[src/rtl/trap_halt_ctrl_if.sv]
// trap_halt_ctrl_if
// Register-file read port used by the halt controller to fetch a0 (x10).
//   rd_req  : read request, held until rd_ack
//   rd_addr : register index to read
//   rd_ack  : read complete, rd_data valid in the same cycle
//   rd_data : register value
// The master modport belongs to the halt controller; the register file
// (or a testbench model of it) uses the slave modport.
interface trap_halt_ctrl_if #(
  parameter int XLEN = 64
);
  logic            rd_req;
  logic [4:0]      rd_addr;
  logic            rd_ack;
  logic [XLEN-1:0] rd_data;

  modport master (
    output rd_req,
    output rd_addr,
    input  rd_ack,
    input  rd_data
  );

  modport slave (
    input  rd_req,
    input  rd_addr,
    output rd_ack,
    output rd_data
  );
endinterface

[src/rtl/trap_halt_ctrl.sv]
// trap_halt_ctrl
// Simulation-halt responder for the RV64 core. On an ebreak trap request it
// stalls fetch, waits for the pipeline to drain (bounded by DRAIN_TIMEOUT),
// reads a0 through the register-file read port, and then parks in a terminal
// HALT state presenting the exit code, the trap PC, a good/bad verdict and
// frozen cycle/instret counters.
// Ports:
//   clock, reset_n           : clock, asynchronous active-low reset
//   trap_req, trap_pc        : ebreak decoded this cycle and its PC
//   pipe_empty               : no older instruction in flight
//   commit                   : one instruction retired this cycle
//   stall_fetch              : block fetch/issue
//   rf                       : register-file read port (master side)
//   halted                   : terminal state reached
//   hit_good, hit_bad        : verdict, valid while halted
//   timeout                  : halt was forced by drain timeout
//   exit_code, halt_pc       : latched a0 and latched trap PC
//   cycle_cnt, instret_cnt   : cycle / retired-instruction counters
module trap_halt_ctrl #(
  parameter int XLEN          = 64,
  parameter int CNT_W         = 64,
  parameter int DRAIN_TIMEOUT = 16
) (
  input  logic              clock,
  input  logic              reset_n,
  input  logic              trap_req,
  input  logic [XLEN-1:0]   trap_pc,
  input  logic              pipe_empty,
  input  logic              commit,
  output logic              stall_fetch,
  trap_halt_ctrl_if.master  rf,
  output logic              halted,
  output logic              hit_good,
  output logic              hit_bad,
  output logic              timeout,
  output logic [XLEN-1:0]   exit_code,
  output logic [XLEN-1:0]   halt_pc,
  output logic [CNT_W-1:0]  cycle_cnt,
  output logic [CNT_W-1:0]  instret_cnt
);

  localparam int DCW = (DRAIN_TIMEOUT > 1) ? $clog2(DRAIN_TIMEOUT) : 1;
  localparam logic [DCW-1:0] DRAIN_LAST = DCW'(DRAIN_TIMEOUT - 1);

  typedef enum logic [1:0] {
    IDLE    = 2'd0,
    DRAIN   = 2'd1,
    READ_A0 = 2'd2,
    HALT    = 2'd3
  } state_t;

  state_t           state_r,     state_nxt_s;
  logic [DCW-1:0]   drain_cnt_r, drain_cnt_nxt_s;
  logic [XLEN-1:0]  halt_pc_r,   halt_pc_nxt_s;
  logic [XLEN-1:0]  exit_code_r, exit_code_nxt_s;
  logic             timeout_r,   timeout_nxt_s;
  logic             stall_r,     stall_nxt_s;
  logic             req_r,       req_nxt_s;
  logic             halted_r,    halted_nxt_s;
  logic             good_r,      good_nxt_s;
  logic             bad_r,       bad_nxt_s;
  logic [CNT_W-1:0] cycle_r;
  logic [CNT_W-1:0] instret_r;

  // Next-state and next-output decode; outputs are computed from the next
  // state so that the registered outputs line up with the state they describe.
  always_comb begin
    state_nxt_s     = state_r;
    drain_cnt_nxt_s = drain_cnt_r;
    halt_pc_nxt_s   = halt_pc_r;
    exit_code_nxt_s = exit_code_r;
    timeout_nxt_s   = timeout_r;

    case (state_r)
      IDLE: begin
        if (trap_req) begin
          state_nxt_s     = DRAIN;
          halt_pc_nxt_s   = trap_pc;
          drain_cnt_nxt_s = {DCW{1'b0}};
        end else begin
          state_nxt_s = IDLE;
        end
      end
      DRAIN: begin
        // An empty pipe takes priority over a timeout landing in the same cycle.
        if (pipe_empty) begin
          state_nxt_s = READ_A0;
        end else if (drain_cnt_r == DRAIN_LAST) begin
          state_nxt_s     = HALT;
          timeout_nxt_s   = 1'b1;
          exit_code_nxt_s = {XLEN{1'b1}};
        end else begin
          drain_cnt_nxt_s = drain_cnt_r + DCW'(1);
        end
      end
      READ_A0: begin
        if (rf.rd_ack) begin
          state_nxt_s     = HALT;
          exit_code_nxt_s = rf.rd_data;
        end else begin
          state_nxt_s = READ_A0;
        end
      end
      HALT: begin
        state_nxt_s = HALT;
      end
      default: begin
        state_nxt_s = IDLE;
      end
    endcase

    stall_nxt_s  = (state_nxt_s != IDLE);
    req_nxt_s    = (state_nxt_s == READ_A0);
    halted_nxt_s = (state_nxt_s == HALT);
    if (halted_nxt_s) begin
      good_nxt_s = (exit_code_nxt_s == {XLEN{1'b0}}) && !timeout_nxt_s;
      bad_nxt_s  = !good_nxt_s;
    end else begin
      good_nxt_s = 1'b0;
      bad_nxt_s  = 1'b0;
    end
  end

  // State, latched data and registered outputs.
  always_ff @(posedge clock or negedge reset_n) begin
    if (!reset_n) begin
      state_r     <= IDLE;
      drain_cnt_r <= {DCW{1'b0}};
      halt_pc_r   <= {XLEN{1'b0}};
      exit_code_r <= {XLEN{1'b0}};
      timeout_r   <= 1'b0;
      stall_r     <= 1'b0;
      req_r       <= 1'b0;
      halted_r    <= 1'b0;
      good_r      <= 1'b0;
      bad_r       <= 1'b0;
    end else begin
      state_r     <= state_nxt_s;
      drain_cnt_r <= drain_cnt_nxt_s;
      halt_pc_r   <= halt_pc_nxt_s;
      exit_code_r <= exit_code_nxt_s;
      timeout_r   <= timeout_nxt_s;
      stall_r     <= stall_nxt_s;
      req_r       <= req_nxt_s;
      halted_r    <= halted_nxt_s;
      good_r      <= good_nxt_s;
      bad_r       <= bad_nxt_s;
    end
  end

  // Cycle and instret counters; they run in every state except HALT, so a
  // commit in the cycle that enters HALT is still counted.
  always_ff @(posedge clock or negedge reset_n) begin
    if (!reset_n) begin
      cycle_r   <= {CNT_W{1'b0}};
      instret_r <= {CNT_W{1'b0}};
    end else if (state_r != HALT) begin
      cycle_r <= cycle_r + CNT_W'(1);
      if (commit) begin
        instret_r <= instret_r + CNT_W'(1);
      end else begin
        instret_r <= instret_r;
      end
    end else begin
      cycle_r   <= cycle_r;
      instret_r <= instret_r;
    end
  end

  assign stall_fetch = stall_r;
  assign rf.rd_req   = req_r;
  assign rf.rd_addr  = 5'd10;
  assign halted      = halted_r;
  assign hit_good    = good_r;
  assign hit_bad     = bad_r;
  assign timeout     = timeout_r;
  assign exit_code   = exit_code_r;
  assign halt_pc     = halt_pc_r;
  assign cycle_cnt   = cycle_r;
  assign instret_cnt = instret_r;

endmodule

[src/flat_wrapper.sv]
// flat-port wrapper written by rule: the top's interface ports become plain ports
module trap_halt_ctrl_flat 
#(
  parameter int XLEN          = 64,
  parameter int CNT_W         = 64,
  parameter int DRAIN_TIMEOUT = 16
)
  (clock, reset_n, trap_req, trap_pc, pipe_empty, commit, stall_fetch, halted, hit_good, hit_bad, timeout, exit_code, halt_pc, cycle_cnt, instret_cnt, rf_rd_req, rf_rd_addr, rf_rd_ack, rf_rd_data);
  trap_halt_ctrl_if #(.XLEN(XLEN)) rf_i ();
  input  logic clock;
  input  logic reset_n;
  input  logic trap_req;
  input  logic [XLEN-1:0] trap_pc;
  input  logic pipe_empty;
  input  logic commit;
  output logic stall_fetch;
  output logic halted;
  output logic hit_good;
  output logic hit_bad;
  output logic timeout;
  output logic [XLEN-1:0] exit_code;
  output logic [XLEN-1:0] halt_pc;
  output logic [CNT_W-1:0] cycle_cnt;
  output logic [CNT_W-1:0] instret_cnt;
  output wire logic [$bits(rf_i.rd_req)-1:0] rf_rd_req;
  output wire logic [$bits(rf_i.rd_addr)-1:0] rf_rd_addr;
  input wire logic [$bits(rf_i.rd_ack)-1:0] rf_rd_ack;
  input wire logic [$bits(rf_i.rd_data)-1:0] rf_rd_data;
  assign rf_rd_req = rf_i.rd_req;
  assign rf_rd_addr = rf_i.rd_addr;
  assign rf_i.rd_ack = rf_rd_ack;
  assign rf_i.rd_data = rf_rd_data;
  trap_halt_ctrl #(.XLEN(XLEN), .CNT_W(CNT_W), .DRAIN_TIMEOUT(DRAIN_TIMEOUT)) u_core (.clock(clock), .reset_n(reset_n), .trap_req(trap_req), .trap_pc(trap_pc), .pipe_empty(pipe_empty), .commit(commit), .stall_fetch(stall_fetch), .rf(rf_i), .halted(halted), .hit_good(hit_good), .hit_bad(hit_bad), .timeout(timeout), .exit_code(exit_code), .halt_pc(halt_pc), .cycle_cnt(cycle_cnt), .instret_cnt(instret_cnt));
endmodule
[config.mk]
export PLATFORM = sky130hd
export DESIGN_NAME = trap_halt_ctrl_flat
export DESIGN_NICKNAME = d
export VERILOG_FILES = /design/src/rtl/trap_halt_ctrl_if.sv /design/src/rtl/trap_halt_ctrl.sv /design/src/flat_wrapper.sv
export SDC_FILE = /design/constraint.sdc
export NUM_CORES = 1
export LEC_CHECK = 0
export CAP_MARGIN = 20
export CORE_AREA = 2 2 154 156
export CTS_BUF_LIST = sky130_fd_sc_hd__clkbuf_16
export CTS_CLUSTER_DIAMETER = 30
export DETAILED_ROUTE_END_ITERATION = 8
export DIE_AREA = 0 0 156 158
export DONT_BUFFER_PORTS = 1
export PLACE_DENSITY = 0.68
export SYNTH_ARGS = -nofsm -noshare
export SYNTH_HDL_FRONTEND = slang
export SYNTH_SLANG_ARGS = --single-unit
[constraint.sdc]
create_clock -name clock -period 2.3 [get_ports clock]
set_clock_uncertainty 0.05 [all_clocks]
set_input_delay 0.23 -clock clock [delete_from_list [all_inputs] [get_ports clock]]
set_output_delay 0.23 -clock clock [all_outputs]
set_load 0.03 [all_outputs]
==> results.md, run 1 <==
* Outcome: finished with violations
* Failing checks: negative hold slack, negative setup slack
* MaxCap Viol Count at 0
* Seq/Total Area, Yosys at 55.6%
* Hold WC Path Type: primary input to async pin
* Yosys top cell by area: dfrtp_1
* Clk sinks at 268
* Global-route wire length before repair at 54400 µm
* Pin count of the biggest net entering global routing at roughly 270
* Die Ht at 158 µm
* Leak Pwr at 8.24 nW
* Area Growth Syn to Fin at 39.2%
* GRT Overall Usage at 27.9%
* Core area at roughly 23000 µm²
* Root Buffer: clkbuf_16
* Final Power at between 20 and 25 mW
* Minimum clock period at 2.31 ns
* CP most frequent cell: inv_1
* Max_slew headroom at 57.0%
* Final Max Tran Viols at 0
* Worst setup path class: register to register
* Synth area leaders: dfrtp_1 56%, mux2_2 6.2%, xnor2_1 4.8%
* WP buf/inv at 4
* Fmax achieved at 0.434 GHz
* Reg-to-Reg Start: u_core.state_r[0]
* Critical path peak fanout at 16
* WHS at -0.670 ns
* Wire per inst at 21.7 µm
* DRT antenna net count at 0
* Peak VDD IR at 1.04 mV
* Synth unique cells at between 50 and 60
* Crit share post-route at 100%
* Final WL at 35700 µm
* I/O pins at between 400 and 500
* Nets@finish at 1447
* Final Hold Viols at approximately 270
* Top-count cell post-synth: dfrtp_1
* Initial antenna violation count at 0
* Cells after synthesis at 1005
* Final setup violation count at 1
* DR iter-0 viols at 597
* Final worst slack at -0.00678 ns
* Synth warn at 0
* Post-Syn Area at 12100 µm²
* Cell-by-cell trace of the critical path: inv_1 -> ha_1 -> buf_4 -> nand3_1 -> o21ai_0 -> a221oi_2 -> dlygate4sd3_1 -> inv_1
* Layout cell share with drive strength beyond 1 at 26.7%
* IO buf count at 0
* # DRC at 0
* Req. time, crit path at roughly 2.7 ns
* CP max stage delay at 0.59 ns
* Synth top cells by count: 268 x dfrtp_1, 66 x mux2_2, 66 x xnor2_1
* Worst-path clk slew at 0.05 ns
* Worst setup path startpoint: u_core.state_r[0]
* Critical path startpoint category: register
* Util after Layout at 72.9%
* Top_reg_cell synth: dfrtp_1
* CP top delay family: buffers and inverters
* CP max stage cell: dlygate4sd3_1
* Via density at between 5 and 6
* Actual slew at the worst max-slew pin at 0.639 ns
* EDFF count, synth at 0
* Cell row count at 56
* Crit path DAT at 2.71 ns
* First-pass DRT Iterations at 5
* Chip Width at 156 µm
* Starting density of the core at 52.3%
* Avg Inst Size Synth at 12.0 µm²
* Htree depth at 2
* Clock latency on the worst-skew pair at around 0.56 ns
* Routability cong. at 0.843
* Ys async rst share at between 90% and 100%
* Final HPWL DP at between 20000 and 25000 µm
* CTS tree: built
* CTS Buf Count at 56
* PwrDens at around 1300 nW/µm²
* Routed vias at 9578
* Gr ovfl total at 0
* Synthesized flop and latch total at 268
* Die footprint at 24600 µm²
* Nature of the critical path endpoint: register
* CTS Hold Buffers Added at 132
* Yosys top cell area share at 55.6%
* Number of global-route vias before repair at between 10000 and 15000
* RSZ-0062 raised after global routing: yes
* Clk buf depth at 3
logic make-up (layout without fill, tap and decap cells):
kind of cell             Yosys count  count (layout)  share of synthesized area (%)
flip-flops                       268             268                           55.6
buffers and inverters             76             422                           2.71
XOR/XNOR                         126             126                           9.15
AND/OR/NAND/NOR                  330             330                           17.0
multiplexers                      66              66                           6.16
adder cells (fa/ha/maj)            7               7                          0.726
AO/OA/AOI/OAI                    130             130                           8.65
other                              2               6                         0.0622
worst register-to-register path, delay by kind of cell, from the launching register on:
kind,cells,cell delay (ns)
buffers and inverters,4,0.93
AND/OR/NAND/NOR,1,0.10
AO/OA/AOI/OAI,2,0.44
flip-flops,1,0.36
adder cells (fa/ha/maj),1,0.33
final timing paths:
kind	endpoint	slack, ns	cells past startpoint
max in group asynchronous	u_core.exit_code[26]	2.47	0
min in group clock	u_core.exit_code[38]	0.05	3
hold / removal	u_core.cycle_cnt[22]	-0.67	0
setup reg to reg	u_core.exit_code[31]	-0.007	8
hold reg to reg	u_core.cycle_cnt[16]	0.44	1
setup / recovery	u_core.exit_code[31]	-0.007	8
per-stage QoR:
step	setup WS [ns]	cell area (µm²)	cells	hold WS, ns	TNS (ns)
after floorplan	0.182	12100	1008	-0.116	0
after global placement	0.113	13400	1402	-0.108	0
after detailed placement	0.0565	13400	1402	-0.110	0
after CTS	0.0108	16700	1640	-0.696	0
after global routing	-0.125	16800	1644	-0.697	-0.410
final	-0.00678	16800	1645	-0.670	-0.00678
cell type report:
cell class | instances | area, µm²
Antenna cell | 1 | 2.50
Clock buffer | 57 | 1430
Clock inverter | 49 | 549
Fill cell | 1502 | 6250
Inverter | 30 | 113
Multi-Input combinational cell | 664 | 5110
Sequential cell | 268 | 6710
Tap cell | 290 | 363
Timing Repair Buffer | 286 | 2530
layer usage:
| metal | share of wire, % | GRT usage [%] | wire, µm |
|---|---|---|---|
| met5 | 0 | 0 | 0 |
| met4 | 3.0 | 11.2 | 1060 |
| met3 | 9.5 | 10.2 | 3400 |
| met2 | 51 | 47.2 | 18100 |
| met1 | 37 | 32.6 | 13100 |
timing repair:
action / in CTS / in global routing
endpoints found under the hold margin: 404 / 268
gates resized for setup: 0 / 11
endpoints found under the setup margin: 0 / 23
setup buffers: 0 / 4
cell usage in the layout, fill, tap and decap left out, types with 34 or more instances in the layout:
cell type / instances
nand2_1: 53
a22o_1: 42
nor4_1: 34
xnor2_1: 66
nand3_1: 48
a21o_1: 42
buf_4: 150
nand4_1: 38
dlygate4sd3_1: 132
dfrtp_1: 268
mux2_2: 66
xor2_1: 60
nor2_1: 37
inv_1: 35
clkbuf_16: 57
power by group:
part           switching [mW]  leakage, nW  internal [mW]
clock                    2.74        0.965           5.54
combinational            2.44         3.75           1.97
sequential               2.92         3.53           5.80
total                    8.09         8.24           13.3
flip-flops by register name, summed over array words and instances (netlist names):
name / flops
u_core.halted: 1
u_core.hit_good: 1
u_core.hit_bad: 1
u_core.exit_code: 64
u_core.cycle_cnt: 64
u_core.drain_cnt_r: 4
u_core.halt_pc: 64
u_core.state_r: 2
u_core.timeout: 1
u_core.rf.rd_req: 1
u_core.instret_cnt: 64
u_core.stall_fetch: 1
No activity file was read; power rests on OpenSTA's default activity.
==> run 2: changes to the inputs <==
==> constraint.sdc (replaced) <==
create_clock -name clock -period 2.9 [get_ports clock]
set_clock_uncertainty 0.05 [all_clocks]
set_input_delay 0.29 -clock clock [delete_from_list [all_inputs] [get_ports clock]]
set_output_delay 0.29 -clock clock [all_outputs]
set_load 0.03 [all_outputs]
==> results.md, run 2 (synthesized netlist as in run 1, its figures left out) <==
* PwrDens at 1040 nW/µm² (-19%)
* Pint at 10.1 mW (-24%)
* Global-route wire length before repair at 52100 µm (-4.3%)
* WHS at -0.589 ns (+0.0816 ns)
* Pin count of the biggest net entering global routing at 269 (unchanged)
* Clock latency on the worst-skew pair at 0.54 ns (-0.02 ns)
* Final HPWL DP at 21400 µm (-4.0%)
* DR iter-0 viols at 602 (+0.84%)
* Die footprint at 24600 µm² (unchanged)
* Routability cong. at 0.884 (+4.9%)
* Actual slew at the worst max-slew pin at 0.847 ns (+0.208 ns)
* Final Hold Viols at 268 (unchanged)
* Req. time, crit path at 3.28 ns (+0.58 ns)
* Comb pwr share at 18.3% (-2.3 points)
* Nature of the critical path endpoint: register
* First-pass DRT Iterations at 6 (+1)
* Crit share post-route at 90.6% (-9.7 points)
* Final Max Tran Viols at 0 (unchanged)
* MaxCap Viol Count at 0 (unchanged)
* CTS tree: built
* Core area at 23100 µm² (unchanged)
* Worst setup path class: register to register
* Chip Width at 156 µm (unchanged)
* Max_slew headroom at 43.5% (-13 points)
* Outcome: finished with violations
* I/O pins at 401 (unchanged)
* GRT Overall Usage at 26.6% (-1.3 points)
* Worst R2R Setup Slack at 0.27 ns (+0.28 ns)
* Flop pwr share at 44.0% (+3.3 points)
* Layout cell share with drive strength beyond 1 at 18.4% (-8.4 points)
* Final setup violation count at 0 (-1)
* Routed vias at 9071 (-5.3%)
* Net Sw Frac at 37.6% (-0.18 points)
* # DRC at 0 (unchanged)
* Clock share of power at 37.7% (-1.0 points)
* Failing checks: negative hold slack
* Cell row count at 56 (unchanged)
* Critical path peak fanout at 37 (+21)
* Cells after DPL at 1290 (-8.0%)
* Starting density of the core at 52.3% (unchanged)
* Htree depth at 2 (unchanged)
* Fmax achieved at 0.381 GHz (-12%)
* Final WL at 33700 µm (-5.7%)
* Hold WC Path Type: primary input to async pin
* Util after Layout at 67.6% (-5.3 points)
* Most frequent cells in the layout: 268 x dfrtp_1, 125 x dlygate4sd3_1, 66 x mux2_2, 66 x xnor2_1, 60 x xor2_1
* Number of global-route vias before repair at 9376 (-6.5%)
* CTS Buf Count at 54 (-3.6%)
* Placed inst area at 12500 µm² (-6.6%)
* Fill cells at 1611 (+7.3%)
* Nets@finish at 1322 (-8.6%)
* Minimum clock period at 2.63 ns (+0.321 ns)
* Crit path DAT at 3.01 ns (+0.30 ns)
* Clk buf depth at 3 (unchanged)
* Leak Pwr at 7.51 nW (-8.9%)
* DRT antenna net count at 0 (unchanged)
* Clk sinks at 268 (unchanged)
* Sum Neg Setup Slack at 0 ns (+0.00678 ns)
* Commonest non-fill, non-tap cell in the layout: dfrtp_1
* Worst-path clk slew at 0.05 ns (about the same)
* RSZ-0062 raised after global routing: no
* Psw at 6.07 mW (-25%)
* Post-CTS setup buffer count at 0 (unchanged)
* Area Growth Syn to Fin at 29.1%
* Initial antenna violation count at 1 (+1)
* IO buf count at 0 (unchanged)
* Wire per inst at 22.2 µm (+2.4%)
* Peak VDD IR at 0.817 mV (-22%)
* Root Buffer: clkbuf_16
* CTS Hold Buffers Added at 125 (-5.3%)
* Post-CTS resize count at 0 (unchanged)
* Die Ht at 158 µm (unchanged)
* Post-Layout Inst Area at 15600 µm² (-7.2%)
* Gr ovfl total at 0 (unchanged)
* Critical path startpoint category: register
* Via density at 5.99 (+2.8%)
* Final non-filler cell total at 1515 (-7.9%)
## run 2: cell count changes in the layout (fill, tap and decap cells not counted), sizes merged
cell | before | now
inv | 41 | 44
clkbuf | 57 | 55
buf | 154 | 38
bufinv | 9 | 8
clkinv | 21 | 16
dlygate4sd3 | 132 | 125
clkinvlp | 8 | 6
## run 2: final timing paths
path,end,cells after the start,from
hold reg to reg,u_core.drain_cnt_r[1],2,u_core.drain_cnt_r[1]
setup reg to reg,u_core.hit_good,8,u_core.state_r[0]
max in group asynchronous,u_core.cycle_cnt[2],0,reset_n
setup / recovery,u_core.hit_good,8,u_core.state_r[0]
hold / removal,u_core.instret_cnt[51],0,reset_n
min in group clock,u_core.exit_code[22],3,rf_rd_ack
## run 2: final cells by class
type                            instances  area [µm²]  share of cell area (%)
Tap cell                              290         363                    2.33
Clock buffer                           55        1380                    8.83
Timing Repair Buffer                  163        1540                    9.86
Antenna cell                            1        2.50                  0.0161
Clock inverter                         44         430                    2.76
Sequential cell                       268        6710                    43.0
Multi-Input combinational cell        664        5060                    32.4
Inverter                               30         113                   0.723
## run 2: stage by stage
step | hold WS (ns) | power [mW] | worst slack, ns
final | -0.589 | 16.1 | 0.272
after CTS | -0.612 | 16.1 | 0.305
after detailed placement | -0.0485 | 9.84 | 0.310
after floorplan | -0.0556 | 8.90 | 0.782
after global routing | -0.627 | 16.8 | 0.0904
after global placement | -0.0483 | 9.77 | 0.376
## run 2: power groups by stage
stage | clock network [mW] | logic (mW) | registers, mW
after floorplan | 0 | 1.98 | 6.92
after global placement | 0 | 2.67 | 7.10
after detailed placement | 0 | 2.74 | 7.10
after CTS | 6.15 | 2.89 | 7.06
after global routing | 6.37 | 3.21 | 7.20
final | 6.08 | 2.96 | 7.10
## run 2: critical path: stages, from the launching register on
cell and delay, ns:
dfrtp_1 0.37, inv_1 0.09, ha_1 0.31, nand2b_1 0.21, a21o_2 0.44, buf_4 0.45, o31ai_1 0.14, and3_1 0.24
and4b_1 0.21
## run 2: layer usage
| metal | vias up | wire (µm) | global-route usage [%] | share of wire (%) |
|---|---|---|---|---|
| li1 | 4019 | - | - | - |
| met1 | 4522 | 12800 | 32.5 | 38 |
| met2 | 446 | 16700 | 44.1 | 50 |
| met3 | 84 | 3160 | 9.23 | 9.4 |
| met4 | 0 | 977 | 9.79 | 2.9 |
| met5 | - | 0 | 0 | 0 |
